`src/rtl/psk_qam_mapper_if.sv`:
```
// Bit-stream input and I/Q sample output of the PSK/QAM mapper.
// The slave side is the mapper; the master side is the bit source plus the sample sink.
interface psk_qam_mapper_if #(
  parameter int W = 12
);
  logic [1:0]          i_mode;
  logic                i_bit;
  logic                i_valid;
  logic                o_ready;
  logic signed [W-1:0] o_I;
  logic signed [W-1:0] o_Q;
  logic                o_valid;
  logic                i_ready;

  modport master (
    output i_mode, i_bit, i_valid, i_ready,
    input  o_ready, o_I, o_Q, o_valid
  );

  modport slave (
    input  i_mode, i_bit, i_valid, i_ready,
    output o_ready, o_I, o_Q, o_valid
  );
endinterface

```
`src/rtl/psk_qam_mapper.sv`:
```
// Groups serial bits (MSB first) into BPSK/QPSK/Gray 16-QAM symbols and registers signed I/Q.
// Latency 1 clock from last bit; a single pending slot absorbs one stalled symbol, then o_ready drops.
module psk_qam_mapper #(
  parameter int W       = 12,
  parameter int AMP_PSK = 1447,
  parameter int QAM_L1  = 647,
  parameter int QAM_L3  = 1941
) (
  input logic           clk,
  input logic           rst_n,
  psk_qam_mapper_if.slave bus
);

  localparam logic [1:0] MODE_BPSK  = 2'd0;
  localparam logic [1:0] MODE_QPSK  = 2'd1;
  localparam logic [1:0] MODE_QAM16 = 2'd2;

  localparam logic signed [W-1:0] PSK_P = AMP_PSK[W-1:0];
  localparam logic signed [W-1:0] PSK_N = -PSK_P;
  localparam logic signed [W-1:0] L1_P  = QAM_L1[W-1:0];
  localparam logic signed [W-1:0] L1_N  = -L1_P;
  localparam logic signed [W-1:0] L3_P  = QAM_L3[W-1:0];
  localparam logic signed [W-1:0] L3_N  = -L3_P;

  logic [1:0]          cnt;
  logic [1:0]          mode_lat;
  logic [2:0]          hist;
  logic                pend;
  logic signed [W-1:0] pend_i;
  logic signed [W-1:0] pend_q;
  logic signed [W-1:0] out_i;
  logic signed [W-1:0] out_q;
  logic                out_vld;

  logic [1:0]          in_mode;
  logic [1:0]          cur_mode;
  logic [1:0]          last_idx;
  logic [3:0]          word;
  logic                accept;
  logic                sym_last;
  logic                slot_free;
  logic signed [W-1:0] map_i;
  logic signed [W-1:0] map_q;

  function automatic logic signed [W-1:0] qam_axis(input logic [1:0] g);
    logic signed [W-1:0] v;
    case (g)
      2'b00:   v = L3_N;
      2'b01:   v = L1_N;
      2'b11:   v = L1_P;
      default: v = L3_P;
    endcase
    return v;
  endfunction

  // Reserved mode 3 is folded into QPSK before it is latched, so nothing downstream sees it.
  assign in_mode   = (bus.i_mode == 2'd3) ? MODE_QPSK : bus.i_mode;
  assign cur_mode  = (cnt == 2'd0) ? in_mode : mode_lat;
  assign accept    = bus.i_valid && bus.o_ready;
  assign word      = {hist, bus.i_bit};
  assign slot_free = !out_vld || bus.i_ready;
  assign sym_last  = accept && (cnt == last_idx);

  always_comb begin
    last_idx = 2'd1;
    case (cur_mode)
      MODE_BPSK:  last_idx = 2'd0;
      MODE_QAM16: last_idx = 2'd3;
      default:    last_idx = 2'd1;
    endcase
  end

  always_comb begin
    map_i = '0;
    map_q = '0;
    case (cur_mode)
      MODE_BPSK: begin
        map_i = word[0] ? PSK_P : PSK_N;
        map_q = '0;
      end
      MODE_QAM16: begin
        map_i = qam_axis(word[3:2]);
        map_q = qam_axis(word[1:0]);
      end
      default: begin
        map_i = word[1] ? PSK_P : PSK_N;
        map_q = word[0] ? PSK_P : PSK_N;
      end
    endcase
  end

  always_ff @(posedge clk or negedge rst_n) begin
    if (!rst_n) begin
      cnt      <= 2'd0;
      mode_lat <= MODE_QPSK;
      hist     <= 3'd0;
      pend     <= 1'b0;
      pend_i   <= '0;
      pend_q   <= '0;
      out_i    <= '0;
      out_q    <= '0;
      out_vld  <= 1'b0;
    end else begin
      if (accept) begin
        hist <= word[2:0];
        cnt  <= sym_last ? 2'd0 : cnt + 2'd1;
        if (cnt == 2'd0) begin
          mode_lat <= in_mode;
        end
      end

      // A pending symbol blocks new bits, so it and a fresh last bit never compete for the slot.
      if (pend && slot_free) begin
        out_i   <= pend_i;
        out_q   <= pend_q;
        out_vld <= 1'b1;
        pend    <= 1'b0;
      end else if (sym_last && slot_free) begin
        out_i   <= map_i;
        out_q   <= map_q;
        out_vld <= 1'b1;
      end else begin
        if (sym_last) begin
          pend   <= 1'b1;
          pend_i <= map_i;
          pend_q <= map_q;
        end
        if (out_vld && bus.i_ready) begin
          out_vld <= 1'b0;
        end
      end
    end
  end

  assign bus.o_ready = rst_n && !pend;
  assign bus.o_I     = out_i;
  assign bus.o_Q     = out_q;
  assign bus.o_valid = out_vld;

endmodule
```
`src/flat_wrapper.sv`:
```
// flat-port wrapper written by rule: the top's interface ports become plain ports
module psk_qam_mapper_flat 
#(
  parameter int W       = 12,
  parameter int AMP_PSK = 1447,
  parameter int QAM_L1  = 647,
  parameter int QAM_L3  = 1941
)
  (clk, rst_n, bus_i_mode, bus_i_bit, bus_i_valid, bus_i_ready, bus_o_ready, bus_o_I, bus_o_Q, bus_o_valid);
  psk_qam_mapper_if #(.W(W)) bus_i ();
  input logic clk;
  input logic rst_n;
  input wire logic [$bits(bus_i.i_mode)-1:0] bus_i_mode;
  input wire logic [$bits(bus_i.i_bit)-1:0] bus_i_bit;
  input wire logic [$bits(bus_i.i_valid)-1:0] bus_i_valid;
  input wire logic [$bits(bus_i.i_ready)-1:0] bus_i_ready;
  output wire logic [$bits(bus_i.o_ready)-1:0] bus_o_ready;
  output wire logic [$bits(bus_i.o_I)-1:0] bus_o_I;
  output wire logic [$bits(bus_i.o_Q)-1:0] bus_o_Q;
  output wire logic [$bits(bus_i.o_valid)-1:0] bus_o_valid;
  assign bus_i.i_mode = bus_i_mode;
  assign bus_i.i_bit = bus_i_bit;
  assign bus_i.i_valid = bus_i_valid;
  assign bus_i.i_ready = bus_i_ready;
  assign bus_o_ready = bus_i.o_ready;
  assign bus_o_I = bus_i.o_I;
  assign bus_o_Q = bus_i.o_Q;
  assign bus_o_valid = bus_i.o_valid;
  psk_qam_mapper #(.W(W), .AMP_PSK(AMP_PSK), .QAM_L1(QAM_L1), .QAM_L3(QAM_L3)) u_core (.clk(clk), .rst_n(rst_n), .bus(bus_i));
endmodule
```
`config.mk`:
```
export PLATFORM = sky130hd
export DESIGN_NAME = psk_qam_mapper_flat
export DESIGN_NICKNAME = d
export VERILOG_FILES = /design/src/rtl/psk_qam_mapper_if.sv /design/src/rtl/psk_qam_mapper.sv /design/src/flat_wrapper.sv
export SDC_FILE = /design/constraint.sdc
export NUM_CORES = 1
export LEC_CHECK = 0
export BUFFER_PORTS_ARGS = -buffer_cell sky130_fd_sc_hd__buf_2
export CELL_PAD_IN_SITES_DETAIL_PLACEMENT = 0
export CELL_PAD_IN_SITES_GLOBAL_PLACEMENT = 1
export CORE_UTILIZATION = 49
export CTS_BUF_LIST = sky130_fd_sc_hd__clkbuf_8
export CTS_CLUSTER_DIAMETER = 40
export DETAILED_ROUTE_END_ITERATION = 8
export PLACE_DENSITY_LB_ADDON = 0.1
export RECOVER_POWER = 25
export SLEW_MARGIN = 40
export SYNTH_ARGS = -nofsm -noshare
export SYNTH_HDL_FRONTEND = slang
export SYNTH_SLANG_ARGS = --single-unit
```
`constraint.sdc`:
```
create_clock -name clk -period 5.8 [get_ports clk]
set_clock_uncertainty 0.05 [all_clocks]
set_input_delay 1.45 -clock clk [delete_from_list [all_inputs] [get_ports clk]]
set_output_delay 1.45 -clock clk [all_outputs]
set_load 0.02 [all_outputs]
```
==> run_results.csv, run 1 <==
group,metric,value,unit
synth,yosysWarnings,0,
detailed_routing,drc,0,
clock_tree,cts_tree,"built",
worst_setup_path,path_max_fanout,3,
sta,worst_slew_pin_slew,0.749,ns
global_routing,grtUsageTotal,19.4,%
clock_tree,hold_buffers,0,
synth,syn_nets,233,
cells_and_area,drive_gt1_share,25.6,%
global_routing,overflow,0,
detailed_routing,viasPerCell,5.58,
placement,place_ws,2.20,ns
worst_setup_path,critPathKind,"in2out",
sta,timing.final.crit_share,62.5,%
cells_and_area,nNetsFinal,253,
synth,ys_ff_latch,41,
pwr,vdd_ir_drop_max,0.266,mV
detailed_routing,dr.pass1.iters,4,
clock_tree,cts.sinks,41,
clock_tree,cts_resized,0,
cells_and_area,areaGrowthSynthToFinish,9.38,%
run,max-cap-violations,0,
clock_tree,numCtsBuffers,5,
sta,slew_viol_final,0,
clock_tree,htree_levels,2,
global_routing,grt_pass1_vias,1527,
worst_setup_path,arrival,2.13,ns
synth,ys_types,38,
worst_setup_path,rrSetupSlack,2.91,ns
detailed_routing,initialDrtViolationCount,90,
sta,period_minus_slack,3.63,ns
global_routing,grt_pass1_wl,7230,um
pwr,total_power,1.24,mW
clock_tree,post_cts.repair.setup_buffers,0,
clock_tree,clockBufferDepth,2,
floorplan,die_h,69.0,um
floorplan,initial_core_util,50.9,%
detailed_routing,drt-total-wl,4410,um
clock_tree,cts_root_buf,"clkbuf_8",
floorplan,die_w,69.0,um
outcome,status,"completed",
global_routing,grt_max_degree,43,
sta,fmax,276,MHz
floorplan,num_io_pins,33,
floorplan,dieArea,4770,um2
sta,setup_violations,0,
worst_hold_path,hp-class,"reg2reg",
pwr,p_leak,1.21,nW
pwr,powerDensity,516,nW/um2
synth,ys_seq_area_share,46.6,%
floorplan,rows,24,
worst_setup_path,required,4.30,ns
sta,timing.final.ws_setup,2.17,ns
placement,hpwl,3170,um
floorplan,coreArea,4320,um2
sta,setup_tns,0,ns
placement,portBuffers,32,
detailed_routing,vias,1619,
clock_tree,insertion_delay,0.29,ns
synth,synth_area,2200,um2
clock_tree,clkTransAtPathRegs,0.08,ns
detailed_routing,wl_per_cell,15.2,um
synth,syn-instance-count,217,
placement,gp_congestion,0.838,
detailed_routing,ant_nets,0,
cells_and_area,final_common_cell,"dfrtp_1",
cells_and_area,final_core_util,55.7,%
worst_setup_path,startpoint_type,"input port",
cells_and_area,antenna_cells,0,
synth,syn_area_per_cell,10.1,um2
sta,relSlewSlack,50.1,%
sta,finalHoldViolations,0,
cells_and_area,final_cell_mix,"dfrtp_1, buf_2, nand2_1",
global_routing,antenna_found_initial,0,
sta,rsz0062_at_grt,"no",
worst_setup_path,crit_path_end_kind,"output port",
worst max-delay path, cell delays in order:
cell,delay [ns]
clkbuf_1,0.10
nor2b_1,0.34
buf_2,0.24
per-layer routing:
| metal | GRT usage, % | routed length [um] | up-vias |
|---|---|---|---|
| met2 | 32.3 | 2080 | 42 |
| li1 | - | - | 790 |
| met4 | 6.12 | 55 | 0 |
| met5 | 0 | 0 | - |
| met1 | 24.6 | 2110 | 781 |
| met3 | 4.97 | 171 | 6 |
where the power goes:
group	switching (mW)	internal, mW	total, mW
combinational	0.344	0.223	0.567
clock	0.0960	0.108	0.204
sequential	0.0759	0.397	0.473
per-stage QoR:
step / hold WS, ns / instance area, um2 / instances
floorplan: 0.385 / 2200 / 217
global placement: 0.402 / 2310 / 282
detailed placement: 0.410 / 2310 / 282
CTS: 0.429 / 2410 / 290
global route: 0.442 / 2410 / 290
finish: 0.428 / 2410 / 290
state kept, by name (all words and copies together), names as in the netlist:
| name | cells |
|---|---|
| u_core.pend_q | 8 |
| u_core.cnt | 2 |
| u_core.bus.o_Q | 8 |
| u_core.hist | 3 |
| u_core.bus.o_valid | 1 |
| u_core.mode_lat | 2 |
| u_core.pend | 1 |
| u_core.bus.o_I | 8 |
| u_core.pend_i | 8 |
cell type report:
cell class              count  area, um2
clock buffers               7       96.3
clock inverters             1       5.00
fillers                   420       1920
inverters                   8       30.0
multi-input cells         148       1020
flip-flops and latches     41       1030
well taps                  52       65.1
repair buffers             33        166
final timing paths:
kind                                                     from                              to  cells after the start
worst max-delay path                                    rst_n                     bus_o_ready                      3
worst min-delay path            u_core.bus.o_Q[1]$_DFFE_PN0P_   u_core.bus.o_Q[1]$_DFFE_PN0P_                      2
worst max register to register      u_core.cnt[1]$_DFFE_PN0P_   u_core.pend_q[10]$_DFFE_PN0P_                      7
worst min register to register  u_core.bus.o_Q[1]$_DFFE_PN0P_   u_core.bus.o_Q[1]$_DFFE_PN0P_                      2
max in group asynchronous                               rst_n  u_core.mode_lat[0]$_DFFE_PN1P_                      2
min in group asynchronous                               rst_n   u_core.bus.o_I[0]$_DFFE_PN0P_                      2
synthesized netlist by cell type:
cell | instances | area share [%]
a22oi_2 | 1 | 0.57
a21oi_1 | 5 | 1.1
buf_6 | 2 | 1.0
a31oi_1 | 1 | 0.28
a21o_1 | 1 | 0.34
o21ai_1 | 1 | 0.23
mux2_2 | 15 | 7.7
a211oi_1 | 3 | 1.0
and4b_1 | 2 | 0.91
mux2_1 | 1 | 0.51
nor2b_1 | 1 | 0.28
buf_2 | 4 | 0.91
a21oi_2 | 1 | 0.40
a221o_1 | 1 | 0.45
dfstp_2 | 1 | 1.2
nand2b_1 | 4 | 1.1
nor2_1 | 15 | 2.6
nand2_1 | 24 | 4.1
and2_1 | 4 | 1.1
ha_1 | 9 | 5.1
clkbuf_1 | 5 | 0.85
mux2_4 | 1 | 0.68
mux2i_1 | 10 | 4.5
buf_4 | 9 | 3.1
nand2_2 | 1 | 0.28
o22ai_1 | 7 | 2.0
a22o_1 | 1 | 0.40
o31a_1 | 1 | 0.40
o21ai_0 | 19 | 4.3
o31ai_1 | 4 | 1.4
dfrtp_1 | 40 | 45
nor3b_1 | 3 | 1.0
nor3_1 | 7 | 1.6
o211ai_1 | 1 | 0.34
o32ai_1 | 1 | 0.40
or3_1 | 2 | 0.57
and3b_1 | 1 | 0.40
inv_1 | 8 | 1.4
logic make-up after synthesis:
| kind of cell | Yosys count | synth area share (%) |
|---|---|---|
| AO/OA/AOI/OAI | 48 | 13.6 |
| adder cells (fa/ha/maj) | 9 | 5.11 |
| buffers and inverters | 28 | 7.22 |
| multiplexers | 27 | 13.4 |
| AND/OR/NAND/NOR | 64 | 14.0 |
| flip-flops | 41 | 46.6 |
(Power assumes the default switching activity.)
==> run 2, diff against run 1 <==
Settings changed: CORE_UTILIZATION 49 to 46.
Clock period 5.8 ns to 3.6 ns, I/O delays scaled along.
==> run_results.csv, run 2 (same netlist as run 1, synthesis figures left out) <==
group,metric,value,unit
outcome,status,"finished, violations left",
outcome,violations,"design-rule violations, max-capacitance violations, max-slew violations",
floorplan,dieArea,5070,um2
sta,worst_slew_pin_slew,1.86,ns
detailed_routing,vias,1617,
floorplan,die_h,71.2,um
cells_and_area,areaGrowthSynthToFinish,10.5,%
clock_tree,hold_buffers,0,
sta,finalHoldViolations,0,
sta,rsz0062_at_grt,"no",
worst_setup_path,worst-path-stages,7,
detailed_routing,drt-total-wl,4420,um
worst_setup_path,arrival,2.95,ns
placement,dpl.cell_count,284,
worst_hold_path,hp-class,"reg2reg",
clock_tree,clockBufferDepth,2,
worst_setup_path,cp_top_family,"simple AND/OR/NAND/NOR gates",
global_routing,antenna_found_initial,0,
worst_setup_path,worstRegToRegCells,7,
detailed_routing,dr.pass1.iters,6,
detailed_routing,viasPerCell,5.54,
worst_setup_path,startpoint_type,"flip-flop",
worst_setup_path,rrSetupSlack,0.77,ns
sta,timing.final.crit_share,78.5,%
cells_and_area,final_cell_mix,"dfrtp_1, buf_2, nand2_1",
global_routing,grt_pass1_wl,7510,um
cells_and_area,fin_cells,292,
detailed_routing,ant_nets,0,
sta,relSlewSlack,-24.3,%
cells_and_area,antenna_cells,0,
floorplan,num_io_pins,33,
worst_setup_path,path_buf_inv,1,
worst_setup_path,critPathKind,"reg2reg",
floorplan,coreArea,4470,um2
sta,setup_violations,0,
sta,period_minus_slack,2.83,ns
placement,hpwl,3280,um
sta,setup_tns,0,ns
sta,fmax,354,MHz
pwr,powerDensity,850,nW/um2
worst_setup_path,path_max_fanout,14,
clock_tree,insertion_delay,0.29,ns
worst_hold_path,hp-start,"u_core.pend_i[0]$_DFFE_PN0P_",
clock_tree,numCtsBuffers,5,
pwr,p_leak,1.22,nW
placement,gp_congestion,0.748,
worst_setup_path,worstPathCellList,"inv_1 -> ha_1 -> nor3b_1 -> o21ai_0 -> a22oi_2 -> nand2_2 -> mux2_1",
worst_setup_path,r2r-end,"u_core.pend_q[10]$_DFFE_PN0P_",
detailed_routing,drc,3,
global_routing,grt_pass1_vias,1609,
worst_setup_path,cp-startpoint,"u_core.cnt[1]$_DFFE_PN0P_",
clock_tree,cts_tree,"built",
clock_tree,cts.sinks,41,
global_routing,grtUsageTotal,19.3,%
floorplan,rows,24,
worst_setup_path,critPathCapture,"u_core.pend_q[10]$_DFFE_PN0P_",
worst_setup_path,cp_slowest_cell,"dfrtp_1",
clock_tree,htree_levels,2,
cells_and_area,nNetsFinal,255,
global_routing,grt_max_degree,35,
global_routing,overflow,0,
cells_and_area,drive_gt1_share,25.0,%
worst_setup_path,cpPeakStageDelay,0.52,ns
pwr,vdd_ir_drop_max,0.364,mV
sta,slew_viol_final,35,
cells_and_area,final_common_cell,"dfrtp_1",
floorplan,initial_core_util,49.2,%
clock_tree,clkTransAtPathRegs,0.08,ns
run,max-cap-violations,1,
worst_setup_path,required,3.72,ns
detailed_routing,wl_per_cell,15.1,um
clock_tree,post_cts.repair.setup_buffers,0,
detailed_routing,initialDrtViolationCount,49,
cells_and_area,fill_cells,390,
worst_setup_path,r2r_start,"u_core.cnt[1]$_DFFE_PN0P_",
placement,portBuffers,32,
worst_setup_path,crit_path_end_kind,"flip-flop",
clock_tree,cts_root_buf,"clkbuf_8",
clock_tree,cts_resized,0,
floorplan,die_w,71.2,um
[run 2: cell count changes in the layout (fill, tap and decap cells not counted), sizes merged]
cell | previous run | this run
buf | 32 | 33
bufinv | 0 | 1
clkinv | 1 | 0
inv | 8 | 9
[run 2: layout make-up]
cell class | count | area, um2 | area share [%]
Timing Repair Buffer | 35 | 178 | 7.30
Sequential cell | 41 | 1030 | 42.2
Clock inverter | 2 | 33.8 | 1.39
Clock buffer | 6 | 82.6 | 3.40
Multi-Input combinational cell | 148 | 1020 | 41.8
Tap cell | 52 | 65.1 | 2.67
Inverter | 8 | 30.0 | 1.23
[run 2: how the worst min path moves through the flow]
stage	to	slack (ns)	cells past startpoint
3_5_place_dp	u_core.pend_i[0]$_DFFE_PN0P_	0.40	1
2_1_floorplan	u_core.pend_i[0]$_DFFE_PN0P_	0.39	1
4_1_cts	u_core.hist[2]$_DFFE_PN0P_	0.40	1
6_report	u_core.pend_i[0]$_DFFE_PN0P_	0.43	1
5_1_grt	u_core.pend_i[0]$_DFFE_PN0P_	0.43	1
3_3_place_gp	u_core.pend_i[0]$_DFFE_PN0P_	0.41	1
[run 2: per-stage QoR]
stage          total power [mW]  setup WS, ns  instance area, um2  utilization [%]  hold WS [ns]
5_1_grt                    2.23         0.428                2430             54.4         0.433
4_1_cts                    2.09         0.789                2440             54.5         0.402
6_report                   2.07         0.774                2430             54.4         0.425
3_5_place_dp               1.70         0.780                2320             51.9         0.403
3_3_place_gp               1.68         0.857                2320             51.9         0.408
2_1_floorplan              1.52          1.18                2200                -         0.385
[run 2: power breakdown]
group	internal, mW	switching (mW)	leakage (nW)
Clock	0.223	0.155	0.0626
Combinational	0.367	0.564	0.633
Sequential	0.639	0.119	0.523
Total	1.23	0.838	1.22
[run 2: metal layers]
metal	share of wire [%]	wire, um	GRT usage (%)	up-vias
met2	48	2110	33.1	35
met3	3.6	159	3.42	8
met5	0	0	0	-
met4	1.4	63	7.33	0
li1	-	-	-	794
met1	47	2090	24.2	780
==> run 3, diff against run 2 <==
Settings changed: CORE_UTILIZATION 46 to 41.
Clock period 3.6 ns to 2.5 ns, I/O delays scaled along.
==> run_results.csv, run 3 (same netlist as run 1, synthesis figures left out) <==
group,metric,value,unit
worst_setup_path,path_max_fanout,10,
sta,period_minus_slack,2.35,ns
floorplan,rows,26,
sta,timing.final.crit_share,93.9,%
clock_tree,htree_levels,2,
detailed_routing,drt-total-wl,4520,um
cells_and_area,nNetsFinal,262,
detailed_routing,drc,0,
sta,relSlewSlack,32.6,%
worst_setup_path,required,2.62,ns
worst_hold_path,hp-class,"reg2reg",
cells_and_area,fin_cells,317,
clock_tree,insertion_delay,0.29,ns
detailed_routing,ant_nets,0,
sta,rsz0062_at_grt,"no",
sta,worst_slew_pin_slew,1.01,ns
detailed_routing,dr.pass1.iters,4,
floorplan,die_w,75.3,um
clock_tree,post_cts.repair.setup_buffers,0,
run,max-cap-violations,0,
detailed_routing,initialDrtViolationCount,64,
global_routing,grt_pass1_vias,1571,
placement,place_ws,0.0468,ns
worst_setup_path,arrival,2.47,ns
clock_tree,cts_root_buf,"clkbuf_8",
clock_tree,clkTransAtPathRegs,0.08,ns
clock_tree,cts_resized,0,
cells_and_area,final_common_cell,"dfrtp_1",
sta,whs,0.425,ns
worst_setup_path,critPathKind,"reg2reg",
worst_setup_path,cpPeakStageDelay,0.43,ns
pwr,powerDensity,1210,nW/um2
worst_setup_path,startpoint_type,"flip-flop",
clock_tree,hold_buffers,0,
detailed_routing,wl_per_cell,14.3,um
placement,dpl.cell_count,309,
placement,portBuffers,32,
global_routing,grt_pass1_wl,7420,um
clock_tree,cts.sinks,41,
global_routing,antenna_found_initial,0,
worst_setup_path,crit_path_end_kind,"flip-flop",
clock_tree,numCtsBuffers,5,
floorplan,die_h,75.3,um
worst_setup_path,cp_slowest_cell,"dfrtp_1",
pwr,vdd_ir_drop_max,0.490,mV
floorplan,coreArea,5140,um2
global_routing,overflow,0,
worst_setup_path,worstPathCellList,"inv_1 -> ha_4 -> mux2_4 -> a21oi_2 -> a22oi_2 -> buf_4 -> and4b_1 -> or3_1",
cells_and_area,areaGrowthSynthToFinish,15.7,%
sta,fmax,426,MHz
placement,hpwl,3330,um
pwr,p_leak,1.27,nW
sta,setup_violations,0,
detailed_routing,viasPerCell,5.17,
clock_tree,cts_tree,"built",
sta,slew_viol_final,0,
sta,finalHoldViolations,0,
cells_and_area,final_cell_mix,"dfrtp_1, buf_2, nand2_1",
global_routing,grt_max_degree,42,
cells_and_area,fin_area,2550,um2
cells_and_area,drive_gt1_share,29.1,%
sta,timing.final.ws_setup,0.152,ns
floorplan,initial_core_util,42.8,%
placement,placed_cell_area,2400,um2
placement,gp_congestion,0.794,
clock_tree,clockBufferDepth,2,
floorplan,dieArea,5670,um2
detailed_routing,vias,1640,
sta,setup_tns,0,ns
floorplan,num_io_pins,33,
outcome,status,"completed",
cells_and_area,antenna_cells,0,
global_routing,grtUsageTotal,17.6,%
-- run 3: cell type report --
type / instances / area, um2
Timing Repair Buffer: 42 / 231
Tap cell: 70 / 87.6
Fill cell: 512 / 2590
Clock buffer: 6 / 82.6
Clock inverter: 2 / 33.8
Inverter: 8 / 30.0
Multi-Input combinational cell: 148 / 1060
Sequential cell: 41 / 1030
-- run 3: worst paths after layout --
kind,end,slack [ns],cells after the start,startpoint
min in group asynchronous,u_core.hist[0]$_DFFE_PN0P_,0.73,2,rst_n
max in group asynchronous,u_core.mode_lat[1]$_DFFE_PN0P_,1.05,2,rst_n
worst max register to register,u_core.bus.o_I[1]$_DFFE_PN0P_,0.15,8,u_core.cnt[0]$_DFFE_PN0P_
worst min-delay path,u_core.bus.o_Q[9]$_DFFE_PN0P_,0.42,2,u_core.bus.o_Q[9]$_DFFE_PN0P_
worst max-delay path,u_core.bus.o_I[1]$_DFFE_PN0P_,0.15,8,u_core.cnt[0]$_DFFE_PN0P_
worst min register to register,u_core.bus.o_Q[9]$_DFFE_PN0P_,0.42,2,u_core.bus.o_Q[9]$_DFFE_PN0P_
-- run 3: power by group --
part	internal, mW	total, mW	switching [mW]
sequential	0.921	1.08	0.162
clock	0.322	0.543	0.221
combinational	0.620	1.47	0.851
total	1.86	3.10	1.23
-- run 3: worst max-delay path: cells and delay by family (launching register included) --
family	cells	cell delay [ns]
AO/OA/AOI/OAI	2	0.26
adder cells (fa/ha/maj)	1	0.20
buffers and inverters	2	0.36
AND/OR/NAND/NOR	2	0.58
multiplexers	1	0.35
flip-flops	1	0.43
-- run 3: through the flow --
step | utilization, % | power, mW
6_report | 49.6 | 3.10
5_1_grt | 49.6 | 3.36
4_1_cts | 48.9 | 3.07
3_5_place_dp | 46.6 | 2.51
3_3_place_gp | 46.6 | 2.47
2_1_floorplan | - | 2.18
-- run 3: metal layers --
layer,global-route usage (%),up-vias,part of all wire [%]
met5,0,-,0
met4,5.76,0,1.2
met3,3.08,7,3.2
met2,28.3,35,48
met1,24.2,789,48
li1,-,809,-
